$ cat config.mk
export PLATFORM = sky130hd
export DESIGN_NAME = zeroheti_apb_mgr
export DESIGN_NICKNAME = d
export VERILOG_FILES = /design/src/rtl/zeroheti_pkg.sv /design/src/rtl/zeroheti_apb_mgr.sv
export SDC_FILE = /design/constraint.sdc
export NUM_CORES = 1
export LEC_CHECK = 0
export BUFFER_PORTS_ARGS = -buffer_cell sky130_fd_sc_hd__buf_4
export CAP_MARGIN = 20
export CORE_MARGIN = 5
export CORE_UTILIZATION = 38
export CTS_BUF_LIST = sky130_fd_sc_hd__clkbuf_8
export DETAILED_ROUTE_END_ITERATION = 7
export GPL_TIMING_DRIVEN = 1
export PLACE_DENSITY = 0.76
export REMOVE_ABC_BUFFERS = 1
export SLEW_MARGIN = 10
export SYNTH_ARGS = -nofsm -noshare
export SYNTH_HDL_FRONTEND = slang
export SYNTH_SLANG_ARGS = --single-unit
$ cat constraint.sdc
create_clock -name clk_i -period 1.82 [get_ports clk_i]
set_input_delay 0.364 -clock clk_i [delete_from_list [all_inputs] [get_ports clk_i]]
set_output_delay 0.364 -clock clk_i [all_outputs]
set_load 0.02 [all_outputs]
$ cat src/rtl/zeroheti_pkg.sv
// zeroheti_pkg: shared types and constants for the zeroheti APB manager
package zeroheti_pkg;
   localparam int unsigned TimeoutCntWidth = 16;
   typedef enum logic [1:0] {IDLE, SETUP, ACCESS} apb_mgr_state_e;
endpackage

$ cat src/rtl/zeroheti_apb_mgr.sv
// zeroheti_apb_mgr: core request/response channel to APB manager bridge
// with a wait-state timeout that aborts stalled ACCESS phases.
module zeroheti_apb_mgr
   import zeroheti_pkg::*;
#(
   parameter int AddrWidth     = 32,
   parameter int DataWidth     = 32,
   parameter int TimeoutCycles = 255
) (
   input  logic                   clk_i,
   input  logic                   rst_ni,
   input  logic                   req_i,
   output logic                   gnt_o,
   input  logic [AddrWidth-1:0]   addr_i,
   input  logic                   we_i,
   input  logic [DataWidth/8-1:0] be_i,
   input  logic [DataWidth-1:0]   wdata_i,
   output logic                   rvalid_o,
   output logic [DataWidth-1:0]   rdata_o,
   output logic                   err_o,
   output logic [AddrWidth-1:0]   paddr_o,
   output logic                   psel_o,
   output logic                   penable_o,
   output logic                   pwrite_o,
   output logic [DataWidth-1:0]   pwdata_o,
   output logic [DataWidth/8-1:0] pstrb_o,
   input  logic [DataWidth-1:0]   prdata_i,
   input  logic                   pready_i,
   input  logic                   pslverr_i,
   output logic                   timeout_o
);
   apb_mgr_state_e               r_state;
   logic [TimeoutCntWidth-1:0]   r_cnt;
   logic                         w_limit;

   assign gnt_o   = req_i && (r_state == IDLE);
   assign w_limit = r_cnt == TimeoutCntWidth'(TimeoutCycles);

   always_ff @(posedge clk_i or negedge rst_ni) begin
      if (!rst_ni) begin
         r_state   <= IDLE;
         r_cnt     <= '0;
         paddr_o   <= '0;
         psel_o    <= 1'b0;
         penable_o <= 1'b0;
         pwrite_o  <= 1'b0;
         pwdata_o  <= '0;
         pstrb_o   <= '0;
         rvalid_o  <= 1'b0;
         rdata_o   <= '0;
         err_o     <= 1'b0;
         timeout_o <= 1'b0;
      end else begin
         rvalid_o  <= 1'b0;
         timeout_o <= 1'b0;
         case (r_state)
            IDLE: if (req_i) begin
               r_state  <= SETUP;
               psel_o   <= 1'b1;
               paddr_o  <= addr_i;
               pwrite_o <= we_i;
               pwdata_o <= we_i ? wdata_i : '0;
               pstrb_o  <= we_i ? be_i : '0;
            end
            SETUP: begin
               r_state   <= ACCESS;
               penable_o <= 1'b1;
               r_cnt     <= '0;
            end
            ACCESS: if (pready_i || w_limit) begin
               // a ready completer wins over an expiring count in the same cycle
               r_state   <= IDLE;
               psel_o    <= 1'b0;
               penable_o <= 1'b0;
               rvalid_o  <= 1'b1;
               err_o     <= pready_i ? pslverr_i : 1'b1;
               rdata_o   <= (pready_i && !pwrite_o) ? prdata_i : '0;
               timeout_o <= !pready_i;
            end else begin
               r_cnt <= r_cnt + TimeoutCntWidth'(1);
            end
            default: r_state <= IDLE;
         endcase
      end
   end
endmodule
Word-level counts from Yosys, hierarchy flattened
Cells that the tools add are included.
Storage, ports and cells
  latch bits: 0
  word-level logic and storage cells: 50
  memory bits (read-only): 0
  output and inout bits: 107
  bits of input ports: 106
  memories kept: 0
  bits in registers: 124
  memory bits (writable): 0
Cells by class
  bitwise operators: 0
  order comparisons: 0
  eq/ne operators: 6
  muxes and demuxes: 17
  reductions and logical operators: 14
  $add $sub $neg: 1
  div/mod/pow operators: 0
  shift operators: 0
  multiply operators: 0
Operators with widths (number)
  $mux W32: 2
  $pmux W16 S2: 1
  $add A16 B1 Y16 const B: 1
  $eq A16 B8 Y1 const B: 1
  $mux W16: 1
  $reduce_and A2 Y1: 5
  $mux W1: 7
  $ne A2 B2 Y1 const B: 3
  $pmux W2 S3: 1
  $mux W2: 2
  $mux W4: 1
  $pmux W1 S2: 2
  $reduce_bool A2 Y1: 2
  $reduce_and A3 Y1: 1
  $eq A2 B1 Y1 const B: 1
  $eq A2 B2 Y1 const B: 1
  $logic_and A1 B1 Y1: 2
  $logic_not A1 Y1: 2
  $logic_not A2 Y1: 1
  $logic_or A1 B1 Y1: 1

Depth between registers and ports, before layout
  word-level depth: 4
  depth in mapped cells: 7
  gate-level depth less buffers: 6

Worst setup path before layout
Ideal clock, no wire load.
  path kind: register to register
  start point: register r_cnt[0]
  end point: register err_o
  library setup time: 0.121 ns
  setup slack: 0.179 ns
  stages on the path, launching flop included: 8
  data required time: 1.699 ns
  data arrival time: 1.520 ns
  buffers on the path: 1
  cells stage by stage: dfrtp_1 -> ha_1 -> and3_1 -> buf_2 -> and4_4 -> o21ai_4 -> inv_2 -> o22a_1
Between the ends
  longest elaborated chain between the ends: 3
Ends and longest elaborated chain
  from (decl): RTL line zeroheti_apb_mgr.sv:33  | logic [TimeoutCntWidth-1:0] r_cnt;
  from (signal assigned): RTL line zeroheti_apb_mgr.sv:80  | r_cnt <= r_cnt + TimeoutCntWidth'(1);
  $eq A16 B8 Y1: RTL line zeroheti_apb_mgr.sv:37  | assign w_limit = r_cnt == TimeoutCntWidth'(TimeoutCycles);
  $logic_or A1 B1 Y1: RTL line zeroheti_apb_mgr.sv:70  | ACCESS: if (pready_i || w_limit) begin
  $reduce_and A2 Y1 (no source line)
  to (signal assigned): RTL line zeroheti_apb_mgr.sv:76  | err_o <= pready_i ? pslverr_i : 1'b1;
  to (decl): RTL line zeroheti_apb_mgr.sv:20  | output logic err_o,
No other way between the ends.
A chain may end at the register's enable or synchronous reset.

Worst setup path after layout
  start point: register r_cnt[12]
  end point: register rdata_o[0]
Between the ends
  longest elaborated chain between the ends: 3
Ends and longest elaborated chain
  $eq A16 B8 Y1: RTL line zeroheti_apb_mgr.sv:37
  $logic_or A1 B1 Y1: RTL line zeroheti_apb_mgr.sv:70
  $reduce_and A2 Y1 (no source line)
  to (signal assigned): RTL line zeroheti_apb_mgr.sv:77  | rdata_o <= (pready_i && !pwrite_o) ? prdata_i : '0;
  to (decl): RTL line zeroheti_apb_mgr.sv:19  | output logic [DataWidth-1:0] rdata_o,
No other way between the ends.

==> results.toml <==
[route]
drc = 0
drt_pre_antenna_iters = 4
postRouteAntennaNets = 0
vias = 4234
vias_per_cell = 4.83
totalWireLength_mm = 13.7
dr.first_iter.drc_count = 185
wire_per_inst_um = 15.7

[run_status]
status = "complete, no violations"

[floorplan]
die-area_mm2 = 0.0153
ios = 213
die_w_um = 123
die_y_um = 123
coreArea_mm2 = 0.0126
fp-row-count = 41
initial_utilization_pct = 38.8

[placed_design]
gp_congestion = 0.900
pre_cts_slack_ps = 49.1
hpwl_mm = 9.76
numPortBuffers = 212

[timing]
drv_slew = 0
fin_crit_ps = 1770
setup_viol = 0
rsz0062_at_grt = "yes"
finalClockSkew_ps = 8.15
whs_ps = 127
worst_slack_ps = 54.8
worst_pin_slew_ps = 565
fmax_mhz = 567
post-route-period-util_pct = 97.0
tns_ps = 0
hold_viol_final = 0
relSlewSlack_pct = 62.2

[critical_path]
endpoint_kind = "flop"
reg2reg_depth = 5
worstPathRequired_ps = 2130
crit_path_max_fanout = 32
worstSetupPathType = "reg -> reg"
cp-start-kind = "flop"
worstPathCellList = "nor4_2 > and4_4 > o21ai_4 > buf_12 > a22o_2"
critPathTopFamily = "simple AND/OR/NAND/NOR gates"
r2r-start = "r_cnt[12]"
worstPathArrival_ps = 2070
cp.depth = 5
cpPeakStageDelay_ps = 430
cpMaxStageDelayCell = "dfrtp_1"
path_buf_inv = 1
worstSetupStartpoint = "r_cnt[12]"

[pwr]
clock_power_share_pct = 16.2
ir_drop_v = 0.000994
p_sw_share_pct = 40.1
p_int_mw = 7.01
total_power_mw = 11.7
combPwrFrac_pct = 45.3
p_per_area_mw_per_mm2 = 1660
leakage_nw = 3.82
power_switching_mw = 4.70
pwr-share-seq_pct = 38.5

[synthesis]
ys.warnings.count = 0
avgSynthCellArea_um2 = 10.3
ys_seq_area_share_pct = 63.4
synth_seq_cells = 124
syn_area_mm2 = 0.00489
synthCells = 477
synth_cell_types = 37

[clock_tree]
clockRootBuffer = "clkbuf_8"
cts_buffers = 17
cts.sinks = 124
clkTransAtPathRegs_ps = 70
cts_tree = "yes"
clockBufferDepth = 2
htreeDepth = 4
clock_latency_ps = 420

[final_layout]
area_growth_pct = 44.3
final_common_cell = "buf_4"
num_antenna_cells = 0
drive_above_1_share_pct = 37.9
fin_nets = 801
final_cell_mix = "buf_4 (218), nand2_1 (189), dfrtp_1 (123)"

[hold_path]
hold_start = "addr_i[24]"
min_path_type = "in -> reg"
hold_depth = 3

[global_routing]
grt_antenna_before_repair = 0
grtUsageTotal_pct = 18.4
grt_pass1_vias = 4403
grt_max_degree = 70
grt_overflow = 0
grt_first_pass_wirelength_mm = 21.9

[run]
cap_violations = 0
-- routing by layer --
metal	up-vias	share of wire, %	GRT usage, %
met5	-	0	0
met4	0	1.5	5.88
met3	19	10	8.10
met2	179	47	29.0
met1	2011	41	22.8
li1	2025	-	-
-- repair_timing --
action,in CTS,in global routing
buffers inserted,0,2
pin swaps,0,2
hold buffers,1,0
hold endpoints to repair,22,0
endpoints found under the setup margin,1,33
resized for setup,2,3
-- registers in the layout, summed over array words and instances, names as in the netlist --
| register | count |
|---|---|
| err_o | 1 |
| paddr_o | 32 |
| penable_o | 1 |
| psel_o | 1 |
| pstrb_o | 4 |
| pwdata_o | 32 |
| pwrite_o | 1 |
| r_cnt | 16 |
| r_state | 2 |
| rdata_o | 32 |
| rvalid_o | 1 |
| timeout_o | 1 |
-- cells in the mapped netlist --
master,count,area share [%]
inv_1,3,0.23
and3_1,3,0.38
clkbuf_1,18,1.4
nor4_2,1,0.26
dfrtp_1,124,63
nor3_1,2,0.20
nand3b_1,1,0.15
nor3b_2,1,0.26
nand4_1,5,0.64
buf_1,4,0.31
nand3_1,43,4.4
o31ai_1,3,0.46
nand2_1,190,15
and4_2,2,0.41
nor2_1,7,0.54
a21oi_1,2,0.20
and4_1,2,0.36
a311oi_1,1,0.18
buf_6,3,0.69
ha_1,1,0.26
o21ai_4,1,0.33
and4_4,1,0.23
and2b_1,1,0.15
and2_1,2,0.26
nand2b_1,1,0.13
o22a_1,1,0.18
a31o_2,1,0.18
nor4_4,1,0.43
a22o_2,2,0.41
mux2i_1,8,1.6
buf_2,1,0.10
buf_4,1,0.15
inv_2,2,0.15
nor4bb_1,1,0.20
o211ai_1,2,0.31
a22o_1,30,5.4
o21ai_0,5,0.51
-- per-stage QoR --
step           instances  util [%]  area, µm²
2_1_floorplan        450         -       4770
3_3_place_gp         844      53.3       6730
3_5_place_dp         844      53.3       6730
4_1_cts              874      55.8       7040
5_1_grt              876      56.0       7060
6_report             876      56.0       7060
-- final timing paths --
path	endpoint	slack, ps
worst min register to register	pwdata_o[24]	470
worst max register to register	rdata_o[0]	50
min in group asynchronous	rdata_o[20]	420
worst max-delay path	rdata_o[0]	50
worst min-delay path	paddr_o[24]	130
max in group asynchronous	paddr_o[8]	800
-- worst register-to-register path, delay by kind of cell (launching register included) --
family	cells	cell delay (ps)
buffers and inverters	1	170
AO/OA/AOI/OAI	2	340
AND/OR/NAND/NOR	2	720
flip-flops	1	430
-- layout make-up --
type                            instances  area (µm²)
Tap cell                              172         215
Fill cell                            1129        5560
Sequential cell                       124        3100
Multi-Input combinational cell        321        1660
Clock inverter                         12        63.8
Clock buffer                           17         234
Inverter                                5        21.3
Timing Repair Buffer                  225        1770
-- cell families after synthesis --
logic type / count (synthesis) / share of synthesized area [%]
DFF: 124 / 63.4
adders and majority gates: 1 / 0.256
muxes: 8 / 1.64
and+or+nand+nor: 264 / 23.6
AOI/OAI and AO/OA: 48 / 8.13
buffers and inverters: 32 / 3.02
-- power groups by stage --
stage | Clock [mW] | Sequential, mW | Combinational [mW]
after global placement | 0 | 4.53 | 5.20
after detailed placement | 0 | 4.56 | 5.34
after floorplan | 0 | 5.80 | 1.38
final | 1.90 | 4.51 | 5.30
after CTS | 1.99 | 4.53 | 5.36
after global routing | 2.12 | 4.66 | 5.74
Note: power is estimated with default switching activity, not from simulation.
